===== config.mk =====
export PLATFORM = sky130hd
export DESIGN_NAME = layer_tile_sequencer_flat
export DESIGN_NICKNAME = d
export VERILOG_FILES = /design/src/rtl/layer_tile_sequencer_if.sv /design/src/rtl/layer_tile_sequencer.sv /design/src/flat_wrapper.sv
export SDC_FILE = /design/constraint.sdc
export NUM_CORES = 1
export LEC_CHECK = 0
export ABC_AREA = 1
export CORE_MARGIN = 2
export CORE_UTILIZATION = 55
export DETAILED_ROUTE_END_ITERATION = 8
export PLACE_DENSITY = 0.79
export SETUP_SLACK_MARGIN = 0.3
export SLEW_MARGIN = 0
export SYNTH_ARGS = -nofsm -noshare
export SYNTH_HDL_FRONTEND = slang
export SYNTH_SLANG_ARGS = --single-unit

===== constraint.sdc =====
create_clock -name clk -period 5.7 [get_ports clk]
set_clock_uncertainty 0.05 [all_clocks]
set_input_delay 1.14 -clock clk [delete_from_list [all_inputs] [get_ports clk]]
set_output_delay 1.14 -clock clk [all_outputs]
set_load 0.02 [all_outputs]

===== src/rtl/layer_tile_sequencer_if.sv =====
// Tile descriptor handshake between the layer tile sequencer (master) and the MAC array (slave).
// Carries a valid/ready descriptor channel and a one-cycle completion pulse.
interface layer_tile_sequencer_if #(
   parameter int MAX_M   = 784,
   parameter int MAX_N   = 32,
   parameter int MAX_K   = 150,
   parameter int CHUNK_M = 1,
   parameter int CHUNK_N = 1,
   parameter int CHUNK_K = 4
);
   logic                       tile_valid;
   logic                       tile_ready;
   logic [$clog2(MAX_M):0]     tile_m0;
   logic [$clog2(MAX_N):0]     tile_n0;
   logic [$clog2(MAX_K):0]     tile_k0;
   logic [$clog2(CHUNK_M):0]   tile_m_len;
   logic [$clog2(CHUNK_N):0]   tile_n_len;
   logic [$clog2(CHUNK_K):0]   tile_k_len;
   logic                       tile_first_k;
   logic                       tile_last_k;
   logic                       tile_done;

   modport master (
      output tile_valid, tile_m0, tile_n0, tile_k0,
             tile_m_len, tile_n_len, tile_k_len, tile_first_k, tile_last_k,
      input  tile_ready, tile_done
   );

   modport slave (
      input  tile_valid, tile_m0, tile_n0, tile_k0,
             tile_m_len, tile_n_len, tile_k_len, tile_first_k, tile_last_k,
      output tile_ready, tile_done
   );
endinterface


===== src/rtl/layer_tile_sequencer.sv =====
// Per-layer responder: latches a new layer's GEMM dimensions, walks its tiles (n outer, m middle,
// k inner) one at a time through the MAC array handshake, then pulses LAYER_done.
module layer_tile_sequencer #(
   parameter int NUM_LAYERS = 6,
   parameter int MAX_M      = 784,
   parameter int MAX_N      = 32,
   parameter int MAX_K      = 150,
   parameter int CHUNK_M    = 1,
   parameter int CHUNK_N    = 1,
   parameter int CHUNK_K    = 4
) (
   input  logic                   clk,
   input  logic                   rst,
   input  logic [3:0]             Layer,
   input  logic [$clog2(MAX_M):0] M,
   input  logic [$clog2(MAX_N):0] N,
   input  logic [$clog2(MAX_K):0] K,
   output logic                   LAYER_done,
   output logic                   busy,
   layer_tile_sequencer_if.master tile
);
   localparam int MW  = $clog2(MAX_M) + 1;
   localparam int NW  = $clog2(MAX_N) + 1;
   localparam int KW  = $clog2(MAX_K) + 1;
   localparam int MLW = $clog2(CHUNK_M) + 1;
   localparam int NLW = $clog2(CHUNK_N) + 1;
   localparam int KLW = $clog2(CHUNK_K) + 1;

   typedef enum logic [2:0] {S_IDLE, S_LATCH, S_ISSUE, S_WAIT, S_DONE} state_t;

   state_t          state_q, state_d;
   logic [3:0]      layer_q, layer_d;
   logic [3:0]      done_layer_q, done_layer_d;
   logic [MW-1:0]   m_q, m_d, m0_q, m0_d;
   logic [NW-1:0]   n_q, n_d, n0_q, n0_d;
   logic [KW-1:0]   k_q, k_d, k0_q, k0_d;

   logic [MW:0]     m_sum;
   logic [NW:0]     n_sum;
   logic [KW:0]     k_sum;
   logic [MW-1:0]   m_rem;
   logic [NW-1:0]   n_rem;
   logic [KW-1:0]   k_rem;
   logic [MLW-1:0]  m_len;
   logic [NLW-1:0]  n_len;
   logic [KLW-1:0]  k_len;

   assign m_sum = {1'b0, m0_q} + (MW+1)'(CHUNK_M);
   assign n_sum = {1'b0, n0_q} + (NW+1)'(CHUNK_N);
   assign k_sum = {1'b0, k0_q} + (KW+1)'(CHUNK_K);

   assign m_rem = m_q - m0_q;
   assign n_rem = n_q - n0_q;
   assign k_rem = k_q - k0_q;

   assign m_len = (m_rem >= MW'(CHUNK_M)) ? MLW'(CHUNK_M) : m_rem[MLW-1:0];
   assign n_len = (n_rem >= NW'(CHUNK_N)) ? NLW'(CHUNK_N) : n_rem[NLW-1:0];
   assign k_len = (k_rem >= KW'(CHUNK_K)) ? KLW'(CHUNK_K) : k_rem[KLW-1:0];

   always_ff @(posedge clk or posedge rst) begin
      if (rst) begin
         state_q      <= S_IDLE;
         layer_q      <= '0;
         done_layer_q <= 4'hF;
         m_q          <= '0;
         n_q          <= '0;
         k_q          <= '0;
         m0_q         <= '0;
         n0_q         <= '0;
         k0_q         <= '0;
      end else begin
         state_q      <= state_d;
         layer_q      <= layer_d;
         done_layer_q <= done_layer_d;
         m_q          <= m_d;
         n_q          <= n_d;
         k_q          <= k_d;
         m0_q         <= m0_d;
         n0_q         <= n0_d;
         k0_q         <= k0_d;
      end
   end

   always_comb begin
      state_d      = state_q;
      layer_d      = layer_q;
      done_layer_d = done_layer_q;
      m_d          = m_q;
      n_d          = n_q;
      k_d          = k_q;
      m0_d         = m0_q;
      n0_d         = n0_q;
      k0_d         = k0_q;
      case (state_q)
         S_IDLE: begin
            if ((Layer < 4'(NUM_LAYERS)) && (Layer != done_layer_q)) begin
               state_d = S_LATCH;
            end
         end
         S_LATCH: begin
            layer_d = Layer;
            m_d     = M;
            n_d     = N;
            k_d     = K;
            m0_d    = '0;
            n0_d    = '0;
            k0_d    = '0;
            // Decide on the live inputs: they are the values being captured this edge.
            if ((M == '0) || (N == '0) || (K == '0)) begin
               state_d = S_DONE;
            end else begin
               state_d = S_ISSUE;
            end
         end
         S_ISSUE: begin
            if (tile.tile_ready) begin
               state_d = S_WAIT;
            end
         end
         S_WAIT: begin
            if (tile.tile_done) begin
               if (k_sum >= {1'b0, k_q}) begin
                  k0_d = '0;
                  if (m_sum >= {1'b0, m_q}) begin
                     m0_d = '0;
                     if (n_sum >= {1'b0, n_q}) begin
                        n0_d    = '0;
                        state_d = S_DONE;
                     end else begin
                        n0_d    = n_sum[NW-1:0];
                        state_d = S_ISSUE;
                     end
                  end else begin
                     m0_d    = m_sum[MW-1:0];
                     state_d = S_ISSUE;
                  end
               end else begin
                  k0_d    = k_sum[KW-1:0];
                  state_d = S_ISSUE;
               end
            end
         end
         S_DONE: begin
            done_layer_d = layer_q;
            state_d      = S_IDLE;
         end
         default: state_d = S_IDLE;
      endcase
   end

   assign busy            = (state_q != S_IDLE);
   assign LAYER_done      = (state_q == S_DONE);
   assign tile.tile_valid = (state_q == S_ISSUE);
   assign tile.tile_m0    = m0_q;
   assign tile.tile_n0    = n0_q;
   assign tile.tile_k0    = k0_q;
   assign tile.tile_m_len = m_len;
   assign tile.tile_n_len = n_len;
   assign tile.tile_k_len = k_len;
   // Flags qualified by valid so an idle or freshly reset block drives them low.
   assign tile.tile_first_k = tile.tile_valid && (k0_q == '0);
   assign tile.tile_last_k  = tile.tile_valid &&
                              (({1'b0, k0_q} + (KW+1)'(k_len)) == {1'b0, k_q});
endmodule


===== src/flat_wrapper.sv =====
// flat-port wrapper written by rule: the top's interface ports become plain ports
module layer_tile_sequencer_flat 
#(
   parameter int NUM_LAYERS = 6,
   parameter int MAX_M      = 784,
   parameter int MAX_N      = 32,
   parameter int MAX_K      = 150,
   parameter int CHUNK_M    = 1,
   parameter int CHUNK_N    = 1,
   parameter int CHUNK_K    = 4
)
  (clk, rst, Layer, M, N, K, LAYER_done, busy, tile_tile_valid, tile_tile_m0, tile_tile_n0, tile_tile_k0, tile_tile_m_len, tile_tile_n_len, tile_tile_k_len, tile_tile_first_k, tile_tile_last_k, tile_tile_ready, tile_tile_done);
  layer_tile_sequencer_if #(.MAX_M(MAX_M), .MAX_N(MAX_N), .MAX_K(MAX_K), .CHUNK_M(CHUNK_M), .CHUNK_N(CHUNK_N), .CHUNK_K(CHUNK_K)) tile_i ();
  input  logic clk;
  input  logic rst;
  input  logic [3:0] Layer;
  input  logic [$clog2(MAX_M):0] M;
  input  logic [$clog2(MAX_N):0] N;
  input  logic [$clog2(MAX_K):0] K;
  output logic LAYER_done;
  output logic busy;
  output wire logic [$bits(tile_i.tile_valid)-1:0] tile_tile_valid;
  output wire logic [$bits(tile_i.tile_m0)-1:0] tile_tile_m0;
  output wire logic [$bits(tile_i.tile_n0)-1:0] tile_tile_n0;
  output wire logic [$bits(tile_i.tile_k0)-1:0] tile_tile_k0;
  output wire logic [$bits(tile_i.tile_m_len)-1:0] tile_tile_m_len;
  output wire logic [$bits(tile_i.tile_n_len)-1:0] tile_tile_n_len;
  output wire logic [$bits(tile_i.tile_k_len)-1:0] tile_tile_k_len;
  output wire logic [$bits(tile_i.tile_first_k)-1:0] tile_tile_first_k;
  output wire logic [$bits(tile_i.tile_last_k)-1:0] tile_tile_last_k;
  input wire logic [$bits(tile_i.tile_ready)-1:0] tile_tile_ready;
  input wire logic [$bits(tile_i.tile_done)-1:0] tile_tile_done;
  assign tile_tile_valid = tile_i.tile_valid;
  assign tile_tile_m0 = tile_i.tile_m0;
  assign tile_tile_n0 = tile_i.tile_n0;
  assign tile_tile_k0 = tile_i.tile_k0;
  assign tile_tile_m_len = tile_i.tile_m_len;
  assign tile_tile_n_len = tile_i.tile_n_len;
  assign tile_tile_k_len = tile_i.tile_k_len;
  assign tile_tile_first_k = tile_i.tile_first_k;
  assign tile_tile_last_k = tile_i.tile_last_k;
  assign tile_i.tile_ready = tile_tile_ready;
  assign tile_i.tile_done = tile_tile_done;
  layer_tile_sequencer #(.NUM_LAYERS(NUM_LAYERS), .MAX_M(MAX_M), .MAX_N(MAX_N), .MAX_K(MAX_K), .CHUNK_M(CHUNK_M), .CHUNK_N(CHUNK_N), .CHUNK_K(CHUNK_K)) u_core (.clk(clk), .rst(rst), .Layer(Layer), .M(M), .N(N), .K(K), .LAYER_done(LAYER_done), .busy(busy), .tile(tile_i));
endmodule

==> results.md, run 1 <==
* Area leader, netlist: dfrtp_1
* Critical path startpoint category: flop
* Mapped Cells at slightly below 700
* CTS Buffer Depth at 2
* I/O Buffers at 67
* CP Data Required Time at around 4500 ps
* #FFs+latches synth at slightly above 60
* Drt wl/cell at 14.12 um
* Largest net degree at the start of global routing at 62
* Drt first pass iters at 4
* Setup Viol. Count Final at 0
* Die area at roughly 0.01 sq mm
* EDFF count, synth at 0
* N_diodes at 0
* Min cycle time layout at 4868 ps
* CP Max Fanout at 7
* Final GP Congestion at around 0.9
* Worst Hold Margin at 424.5 ps
* PwrDens at ~440 mW/mm^2
* RSZ-0062 raised after global routing: no
* Synth warn at 0
* DIE WIDTH at about 100 um
* Reg clk slew, reported paths at roughly 70 ps
* Post-route setup slack at 832.1 ps
* Initial antenna violation count at 0
* Kind of critical path: reg -> out
* Share of cells above drive strength 1 at roughly 6.0%
* Detailed placement HPWL at 9331 um
* Non-filler cells, final at around 880
* DIE HEIGHT at a little under 100 um
* WL final at roughly 12000 um
* Status: finished clean
* Inst Count DP at between 800 and 900
* Remaining global-route overflow at 0
* Area contributors post-synth: dfrtp_1, nand2_1, ha_1
* Sink Count at between 60 and 70
* Via count at between 4000 and 5000
* Fmax at between 0.2 and 0.25 GHz
* Total core area at 0.008763 sq mm
* Pre-CTS setup slack at approximately 860 ps
* Setup_tns at 0 ps
* Vias per inst at approximately 5.4
* Max rail drop VDD at approximately 240 uV
* Initial DRC Count at between 200 and 250
* Syn_area_per_cell at 7.168 sq um
* Slew headroom at approximately two fifths
* Slew Viols, Final at 0
* Final period util at a little under nine tenths
* Initial Utilization at between 50% and 60%
* H-tree depth at 3
* Nets at 854
* Async SR Flop Fraction at between 90% and 100%
* Slew @ Worst Pin at 905.7 ps
* Clock latency on the worst-skew pair at roughly 340 ps
* Num ports at 70
* Most instantiated library cell after synthesis: nand2_1
* Vias in the first global route at between 4000 and 5000
* First-pass GRT wire length at about 21000 um
* Post-synth top cells: nand2_1, inv_1, dfrtp_1
* Final Hold Viols at 0
* CP Capture Type: output port
* Mapped cell area at about 0.0050 sq mm
* Max cap viols at 0
* Post-DRT Antenna Nets at 0
* Total CTS buffers at 9
* Min-Delay Path Class: reg -> reg
* TritonCTS clock tree: done
* Worst EP arrival at roughly 3700 ps
* Drt drc at 0
* Total track usage at between 20% and 30%
* Post-synth top flop: dfrtp_1
* Post-cts hold buffer count at 0
* Area Growth Syn to Fin at 19.27%
* Sequential area share after synthesis at a little under a third
* Yosys cell types at 39
* Rows at 34
* Leakage at ~3.0 nW
* Root buffer cell: clkbuf_8
* Post-synth top area share at approximately 29%
-- kinds of logic after synthesis --
kind of cell	count (synthesis)	synth area share (%)
AND/OR/NAND/NOR	336	29.13
buffers and inverters	113	9.281
AO/OA/AOI/OAI	88	9.306
flip-flops	61	30.78
adder cells (fa/ha/maj)	56	14.39
XOR/XNOR	38	6.967
other	2	0.1510
-- timing repair --
item                                    4_1_cts  5_1_grt
gates resized for setup                       0        1
endpoints found under the setup margin        0        1
buffers inserted                              0        0
-- layer usage --
layer	vias to the layer above	global-route usage (%)	share of wire, %
met5	-	0	0
met4	0	8.957	1.8
met3	20	4.146	6.0
met2	166	47.19	50
met1	2206	32.53	42
li1	2346	-	-
-- area by class of cell --
type                       instances  area [sq um]
clock buffer                      12         155.1
clock inverter                     4         47.55
fill                             753          2830
inverter                         100         375.4
multi-input combinational        523          3000
sequential                        61          1531
tap                              108         135.1
timing repair buffer              69         688.2
-- sequential cells by signal, indices dropped and copies added (netlist names) --
name                 cells
u_core.m_q              11
u_core.tile.tile_m0     11
u_core.k_q               9
u_core.tile.tile_k0      7
u_core.n_q               6
u_core.tile.tile_n0      6
u_core.done_layer_q      4
u_core.layer_q           4
u_core.state_q           3
-- stage by stage --
stage	util, %	cell area (sq um)	power, W
after floorplan	-	4986	0.001796
after global placement	65.36	5728	0.002114
after detailed placement	65.36	5728	0.002183
after CTS	67.68	5931	0.002592
after global routing	67.70	5933	0.002873
final	67.70	5933	0.002603
-- worst max-delay path, cell delays in order, from the launching register on --
cell            delay, ps
dfrtp_1               460
inv_1                 150
ha_1                  390
o21ai_0               200
nand2_1                80
nand2_1                90
nand2_1                70
o21ai_0               160
nand2_1                70
nand3_1               210
ha_1                  220
nand2_1               100
nand2_1                90
nand2_1                60
nor2_1                160
nand2_1                90
xnor2_1               130
nor2_1                120
nand3_1               100
a21oi_1               130
dlymetal6s2s_1        250
-- cells in the final DEF, fill, tap and decap left out, types with 2 or more instances in the layout --
| cell | Yosys | layout |
|---|---|---|
| nor3_1 | 8 | 8 |
| ha_1 | 54 | 54 |
| dfstp_2 | 4 | 4 |
| xor2_1 | 28 | 28 |
| or2_2 | 3 | 3 |
| nor4_1 | 3 | 3 |
| inv_2 | 3 | 4 |
| nand3_1 | 33 | 33 |
| a21oi_1 | 21 | 21 |
| o21ai_0 | 53 | 53 |
| nand3b_1 | 4 | 4 |
| fa_1 | 2 | 2 |
| dfrtp_1 | 57 | 57 |
| a21o_1 | 4 | 4 |
| nand2_2 | 7 | 7 |
| buf_4 | 5 | 2 |
| nand2_1 | 206 | 206 |
| xnor2_1 | 9 | 9 |
| clkinv_2 | 0 | 2 |
| o22ai_1 | 3 | 3 |
| clkdlybuf4s50_1 | 0 | 66 |
| nand4_1 | 13 | 13 |
| o21ai_1 | 4 | 4 |
| clkbuf_8 | 0 | 11 |
| nor2_1 | 47 | 46 |
| nor2_4 | 1 | 2 |
| inv_1 | 97 | 96 |
| nor2_2 | 5 | 5 |
| conb_1 | 2 | 5 |
-- power by group --
group	switching, W	internal, W
combinational	0.000934	0.000584
sequential	0.000115	0.000568
clock	0.000177	0.000225
total	0.00123	0.00138
-- worst paths after layout --
| check | from | endpoint | slack [ps] | cells past startpoint |
|---|---|---|---|---|
| max | u_core.tile.tile_k0[2] | tile_tile_last_k | 830 | 20 |
| min | u_core.layer_q[1] | u_core.layer_q[1] | 420 | 2 |
| max reg2reg | u_core.tile.tile_m0[0] | u_core.tile.tile_m0[4] | 2560 | 15 |
| min reg2reg | u_core.layer_q[1] | u_core.layer_q[1] | 420 | 2 |
| max in group asynchronous | rst | u_core.tile.tile_n0[3] | 3810 | 3 |
| min in group asynchronous | rst | u_core.m_q[0] | 1280 | 3 |
Power figures use the tool's default switching activity.
==> run 2: changes to the inputs <==
--- a/config.mk
+++ b/config.mk
@@ -6,10 +6,11 @@
 export NUM_CORES = 1
 export LEC_CHECK = 0
 export ABC_AREA = 1
+export CORE_ASPECT_RATIO = 1.5
 export CORE_MARGIN = 2
-export CORE_UTILIZATION = 55
+export CORE_UTILIZATION = 43
 export DETAILED_ROUTE_END_ITERATION = 8
-export PLACE_DENSITY = 0.79
+export PLACE_DENSITY = 0.64
 export SETUP_SLACK_MARGIN = 0.3
 export SLEW_MARGIN = 0
 export SYNTH_ARGS = -nofsm -noshare
==> run 2 against run 1 <==
  * Worst setup slack improved by 150 ps
  * Core utilization decreased by 14 points
  * Flip-flop and latch count unchanged
  * Die area increased by 27%
  * Largest cell class unchanged
  * Combinational power about the same
  * Critical path depth increased by 1
  * First-iteration DRC count decreased by 52%
  * Global-route usage decreased by 5.4 points
  * Sequential power about the same
  * Largest power group unchanged
  * Worst hold slack improved by 5.3 ps
  * Critical endpoint unchanged
  * Sequential share of layout area decreased by 0.71 points
  * Via count decreased by 3.7%
==> results.md, run 2 (synthesis results as in run 1) <==
* Slew headroom at 41.16% (was 39.15%)
* N_diodes at 0 (unchanged)
* First-pass GRT wire length at 20940 um (was 21130 um)
* Setup_tns at 0 ps (unchanged)
* DIE HEIGHT at 135.7 um (was 99.11 um)
* Initial Utilization at 43.60% (was 56.77%)
* Post-DRT Antenna Nets at 0 (unchanged)
* Final Hold Viols at 0 (unchanged)
* Root buffer cell: clkbuf_16 (was clkbuf_8)
* Initial antenna violation count at 0 (unchanged)
* H-tree depth at 3 (unchanged)
* Drt drc at 0 (unchanged)
* Nets at 854 (unchanged)
* Commonest non-fill, non-tap cell in the layout: nand2_1 (unchanged)
* Leakage at 3.070 nW (was 3.020 nW)
* Max rail drop VDD at 237.0 uV (was 238.0 uV)
* Kind of critical path: reg -> out (unchanged)
* Share of cells above drive strength 1 at 6.112% (was 5.982%)
* Slew Viols, Final at 0 (unchanged)
* Fmax at 0.2119 GHz (was 0.2054 GHz)
* Die area at 0.01246 sq mm (was 0.009822 sq mm)
* PwrDens at 449.2 mW/mm^2 (was 438.7 mW/mm^2)
* WL final at 12530 um (was 12390 um)
* RSZ-0062 raised after global routing: no (unchanged)
* Final period util at 82.79% (was 85.40%)
* Slew @ Worst Pin at 875.8 ps (was 905.7 ps)
* Area Growth Syn to Fin at 22.64% (was 19.27%)
* Most frequent cells in the layout: nand2_1, inv_1, clkdlybuf4s50_1 (unchanged)
* I/O Buffers at 67 (unchanged)
* Fill cells at 1107 (was 753)
* Drt wl/cell at 13.64 um (was 14.12 um)
* Max cap viols at 0 (unchanged)
* CP Max Fanout at 7 (unchanged)
* Worst EP arrival at 3530 ps (was 3680 ps)
* Setup Viol. Count Final at 0 (unchanged)
* Final GP Congestion at 0.8673 (was 0.9133)
* CTS Buffer Depth at 2 (unchanged)
* Min-Delay Path Class: reg -> reg (unchanged)
* Reg clk slew, reported paths at 50 ps (was 70 ps)
* Via count at 4565 (was 4738)
* DIE WIDTH at 91.82 um (was 99.11 um)
* CP Capture Type: output port (unchanged)
* Total CTS buffers at 9 (unchanged)
* Initial DRC Count at 114 (was 239)
* Detailed placement HPWL at 10060 um (was 9331 um)
* Remaining global-route overflow at 0 (unchanged)
* Status: finished clean (unchanged)
* Num ports at 70 (unchanged)
* TritonCTS clock tree: done (unchanged)
* Critical path startpoint category: flop (unchanged)
* Total core area at 0.01141 sq mm (was 0.008763 sq mm)
* Vias per inst at 4.967 (was 5.403)
* Min cycle time layout at 4719 ps (was 4868 ps)
* Rows at 48 (was 34)
* Vias in the first global route at 4506 (was 4720)
* Final Core Density at 53.46% (was 67.70%)
* Sink Count at 61 (unchanged)
* CP Data Required Time at 4510 ps (about the same)
* Drt first pass iters at 4 (unchanged)
* Clock latency on the worst-skew pair at 330 ps (was 340 ps)
* Total track usage at 21.00% (was 26.43%)
* Largest net degree at the start of global routing at 62 (unchanged)
## run 2: cell types whose count changed in the layout (fill, tap and decap cells not counted), sizes merged
cell,change
clkbuf,+1
clkinv,-1
## run 2: metrics by stage
step / setup slack, ps / instances / area [sq um] / hold WS [ps] / power [W]
after floorplan: 1096 / 697 / 4986 / 392.2 / 0.001796
after global placement: 962.9 / 903 / 5781 / 405.1 / 0.002147
after detailed placement: 859.4 / 903 / 5781 / 410.4 / 0.002187
after CTS: 481.2 / 919 / 6093 / 423.0 / 0.002763
after global routing: 573.9 / 919 / 6101 / 463.4 / 0.003014
final: 980.7 / 919 / 6101 / 429.8 / 0.002740
## run 2: timing repair
| action | in CTS | in global routing |
|---|---|---|
| gates resized for setup | 0 | 2 |
| hold buffers | 0 | 0 |
| endpoints found under the setup margin | 0 | 1 |
| setup buffers | 0 | 0 |
## run 2: per-layer routing
metal  track usage [%]  up-vias  wire [um]
li1                  -     2338          -
met1             23.90     2129       5198
met2             39.54       86       6711
met3             3.283       12        420
met4             7.131        0        203
met5                 0        -          0
## run 2: final cells by class
cell class / instances / area, sq um / share of cell area, %
well taps: 150 / 187.7 / 3.076
multi-input cells: 523 / 3005 / 49.26
flip-flops and latches: 61 / 1531 / 25.10
inverters: 100 / 375.4 / 6.153
clock buffers: 13 / 270.3 / 4.430
repair buffers: 69 / 688.2 / 11.28
clock inverters: 3 / 42.54 / 0.6973
## run 2: where the power goes
part / switching, W / internal, W
Combinational: 0.000914 / 0.000583
Sequential: 0.000114 / 0.000569
Clock: 0.000187 / 0.000373
## run 2: worst paths after layout
check	cells after the start	start	endpoint	slack, ps
setup / recovery	21	u_core.tile.tile_k0[2]	tile_tile_last_k	980
hold / removal	2	u_core.layer_q[1]	u_core.layer_q[1]	430
setup reg to reg	15	u_core.tile.tile_m0[0]	u_core.tile.tile_m0[7]	2570
hold reg to reg	2	u_core.layer_q[1]	u_core.layer_q[1]	430
max in group asynchronous	3	rst	u_core.m_q[1]	3770
min in group asynchronous	3	rst	u_core.tile.tile_m0[8]	1300
## run 2: critical path, cell delays in order (launching register included)
cell	delay (ps)
dfrtp_1	450
inv_1	160
ha_1	380
o21ai_0	180
nand2_1	80
nand2_1	90
nand2_1	70
o21ai_0	160
nand2_1	70
nand2_1	80
nand3_2	150
ha_1	250
nand2_1	120
nand2_1	80
nand2_1	60
nand4_1	70
nor2_1	130
nand3_1	80
nor2_1	90
nand3_1	70
a21oi_1	140
dlymetal6s2s_1	250
==> run 3: changes to the inputs <==
==> constraint.sdc (replaced) <==
create_clock -name clk -period 4.4 [get_ports clk]
set_clock_uncertainty 0.05 [all_clocks]
set_input_delay 0.88 -clock clk [delete_from_list [all_inputs] [get_ports clk]]
set_output_delay 0.88 -clock clk [all_outputs]
set_load 0.02 [all_outputs]
==> run 3 against run 2 <==
  * Clock power rose by 24%
  * Sequential share of layout area down 0.83 points
  * Non-clock buffer count is 15 higher
  * Die area did not move
  * Cell area up 3.5%
  * Clock-buffer cell count is 1 lower
  * Critical path type unchanged
  * Highest routed layer unchanged
==> results.md, run 3 (synthesis results as in run 1) <==
* NetSw at 0.001651 W (was 0.001215 W)
* Final period util at 89.01%
* Max cap viols at 0 (unchanged)
* Detailed placement HPWL at 10190 um (was 10060 um)
* RSZ-0062 raised after global routing: no (unchanged)
* Met2 Use GR at 39.79% (was 39.54%)
* Post-DRT Antenna Nets at 0 (unchanged)
* I/O Buffers at 67 (unchanged)
* Share of cells above drive strength 1 at 10.46% (was 6.112%)
* Comb power frac at 57.1% (was 54.6%)
* Die area at 0.01246 sq mm (unchanged)
* Remaining global-route overflow at 0 (unchanged)
* Final Hold Viols at 0 (unchanged)
* Non-filler cells, final at 934 (was 919)
* Hold wc startpoint: u_core.layer_q[2] (was u_core.layer_q[1])
* CTS Buffer Depth at 2 (unchanged)
* N_diodes at 0 (unchanged)
* CP Data Required Time at 3470 ps (was 4510 ps)
* Met3 usage at 3.506% (was 3.283%)
* DIE WIDTH at 91.82 um (unchanged)
* DIE HEIGHT at 135.7 um (unchanged)
* Status: finished clean (unchanged)
* Setup_tns at 0 ps (unchanged)
* H-tree depth at 3 (unchanged)
* Worst Hold Margin at 426.1 ps (was 429.8 ps)
* Most frequent cells in the layout: nand2_1, inv_1, clkdlybuf4s50_1 (unchanged)
* Fmax at 0.2553 GHz
* Largest net degree at the start of global routing at 59 (was 62)
* Slew @ Worst Pin at 775.1 ps (was 875.8 ps)
* Drt wl/cell at 14.01 um (was 13.64 um)
* CP Capture Type: output port (unchanged)
* M1 GR Usage at 24.58% (was 23.90%)
* Setup Viol. Count Final at 0 (unchanged)
* Final Core Density at 55.33% (was 53.46%)
* Clock latency on the worst-skew pair at 330 ps (about the same)
* Inst Count DP at 911 (was 903)
* Clock power frac at 18.9% (was 20.4%)
* Top Usage Layer GRT: met2 (unchanged)
* Sequential Power Share at 24.0% (was 25.0%)
* WL final at 13090 um (was 12530 um)
* Pint at 0.002025 W (was 0.001525 W)
* Initial antenna violation count at 0 (unchanged)
* Root buffer cell: clkbuf_16 (unchanged)
* Critical path startpoint category: flop (unchanged)
* Nets at 869 (was 854)
* CP Max Fanout at 4 (was 7)
* Kind of critical path: reg -> out (unchanged)
* Total CTS buffers at 9 (unchanged)
* Max rail drop VDD at 309.8 uV (was 237.0 uV)
* Leakage at 3.146 nW (was 3.070 nW)
* Initial DRC Count at 183 (was 114)
* Final GP Congestion at 0.8774 (was 0.8673)
* PwrDens at 582.2 mW/mm^2 (was 449.2 mW/mm^2)
* Min cycle time layout at between 3000 and 4000 ps
* Worst EP arrival at 2990 ps (was 3530 ps)
* Via count at 4767 (was 4565)
* Reg clk slew, reported paths at 50 ps (about the same)
* Drt drc at 0 (unchanged)
* Total core area at 0.01141 sq mm (unchanged)
* Worst flop-to-flop path startpoint: u_core.tile.tile_m0[0] (unchanged)
* Slew headroom at 48.25% (was 41.16%)
* Num ports at 70 (unchanged)
* Area Growth Syn to Fin at 26.91% (was 22.64%)
* Net Sw Frac at 44.91% (was 44.35%)
* Min-Delay Path Class: reg -> reg (unchanged)
* Vias per inst at 5.104 (was 4.967)
* Drt first pass iters at 7 (was 4)
* Initial Utilization at 43.60% (unchanged)
* Slew Viols, Final at 0 (unchanged)
* TritonCTS clock tree: done (unchanged)
* Total track usage at 21.43% (was 21.00%)
* Overall power at 0.003676 W (was 0.002740 W)
* Commonest non-fill, non-tap cell in the layout: nand2_1 (unchanged)
* Launch point of the worst path: u_core.tile.tile_k0[2] (unchanged)
* First-pass GRT wire length at 21470 um (was 20940 um)
* Sink Count at 61 (unchanged)
* Rows at 48 (unchanged)
* Vias in the first global route at 4644 (was 4506)
==> run 3: area by class of cell <==
| cell class | count | area (sq um) |
|---|---|---|
| repair buffers | 84 | 799.5 |
| fillers | 1108 | 5097 |
| multi-input cells | 523 | 3122 |
| inverters | 100 | 377.9 |
| flip-flops and latches | 61 | 1533 |
| clock inverters | 4 | 47.55 |
| clock buffers | 12 | 246.5 |
| well taps | 150 | 187.7 |
==> run 3: routing by layer <==
layer | vias up | part of all wire [%]
li1 | 2368 | -
met1 | 2264 | 40
met2 | 115 | 54
met3 | 20 | 4.3
met4 | 0 | 1.9
met5 | - | 0
==> run 3: stage by stage <==
step,cell area (sq um),worst slack [ps]
detailed placement,5857,140.3
floorplan,5002,450.2
CTS,6165,303.1
finish,6314,483.4
global route,6314,264.8
global placement,5857,214.5
==> run 3: final timing paths <==
| kind | slack [ps] | to | cells after the start |
|---|---|---|---|
| worst max-delay path | 480 | tile_tile_last_k | 21 |
| worst min-delay path | 430 | u_core.layer_q[2] | 2 |
| worst max register to register | 1240 | u_core.tile.tile_m0[3] | 15 |
| worst min register to register | 430 | u_core.layer_q[2] | 2 |
| max in group asynchronous | 2440 | u_core.done_layer_q[2] | 3 |
| min in group asynchronous | 970 | u_core.tile.tile_m0[10] | 2 |
==> run 3: timing repair <==
item                                    CTS  global route
setup buffers                             1             6
pin swaps                                 0            14
endpoints found under the setup margin    1             1
resized for setup                         7            25
hold buffers                              0             0
==> run 3: power by group through the flow <==
stage | sequential, W | combinational [W] | clock [W]
3_5_place_dp | 0.000886 | 0.00197 | 0
4_1_cts | 0.000876 | 0.00201 | 0.000708
5_1_grt | 0.000903 | 0.00238 | 0.000734
2_1_floorplan | 0.000869 | 0.00147 | 0
3_3_place_gp | 0.000881 | 0.00192 | 0
6_report | 0.000881 | 0.00210 | 0.000695
==> run 3: critical path: stages (launching register included) <==
cell     delay [ps]
dfrtp_1         360
inv_2            70
buf_6           120
ha_1            180
inv_1            70
nand2_2          60
xor2_1          140
nor2_1          120
nand4_1         100
nor2_2          170
nand3_4         140
ha_4            200
inv_1            50
nand2_1          70
nand2_4          90
o22ai_1          70
nor2_1          100
nand3_1          80
nor2_1          120
nand3_1          90
a21oi_2         110
buf_4           140
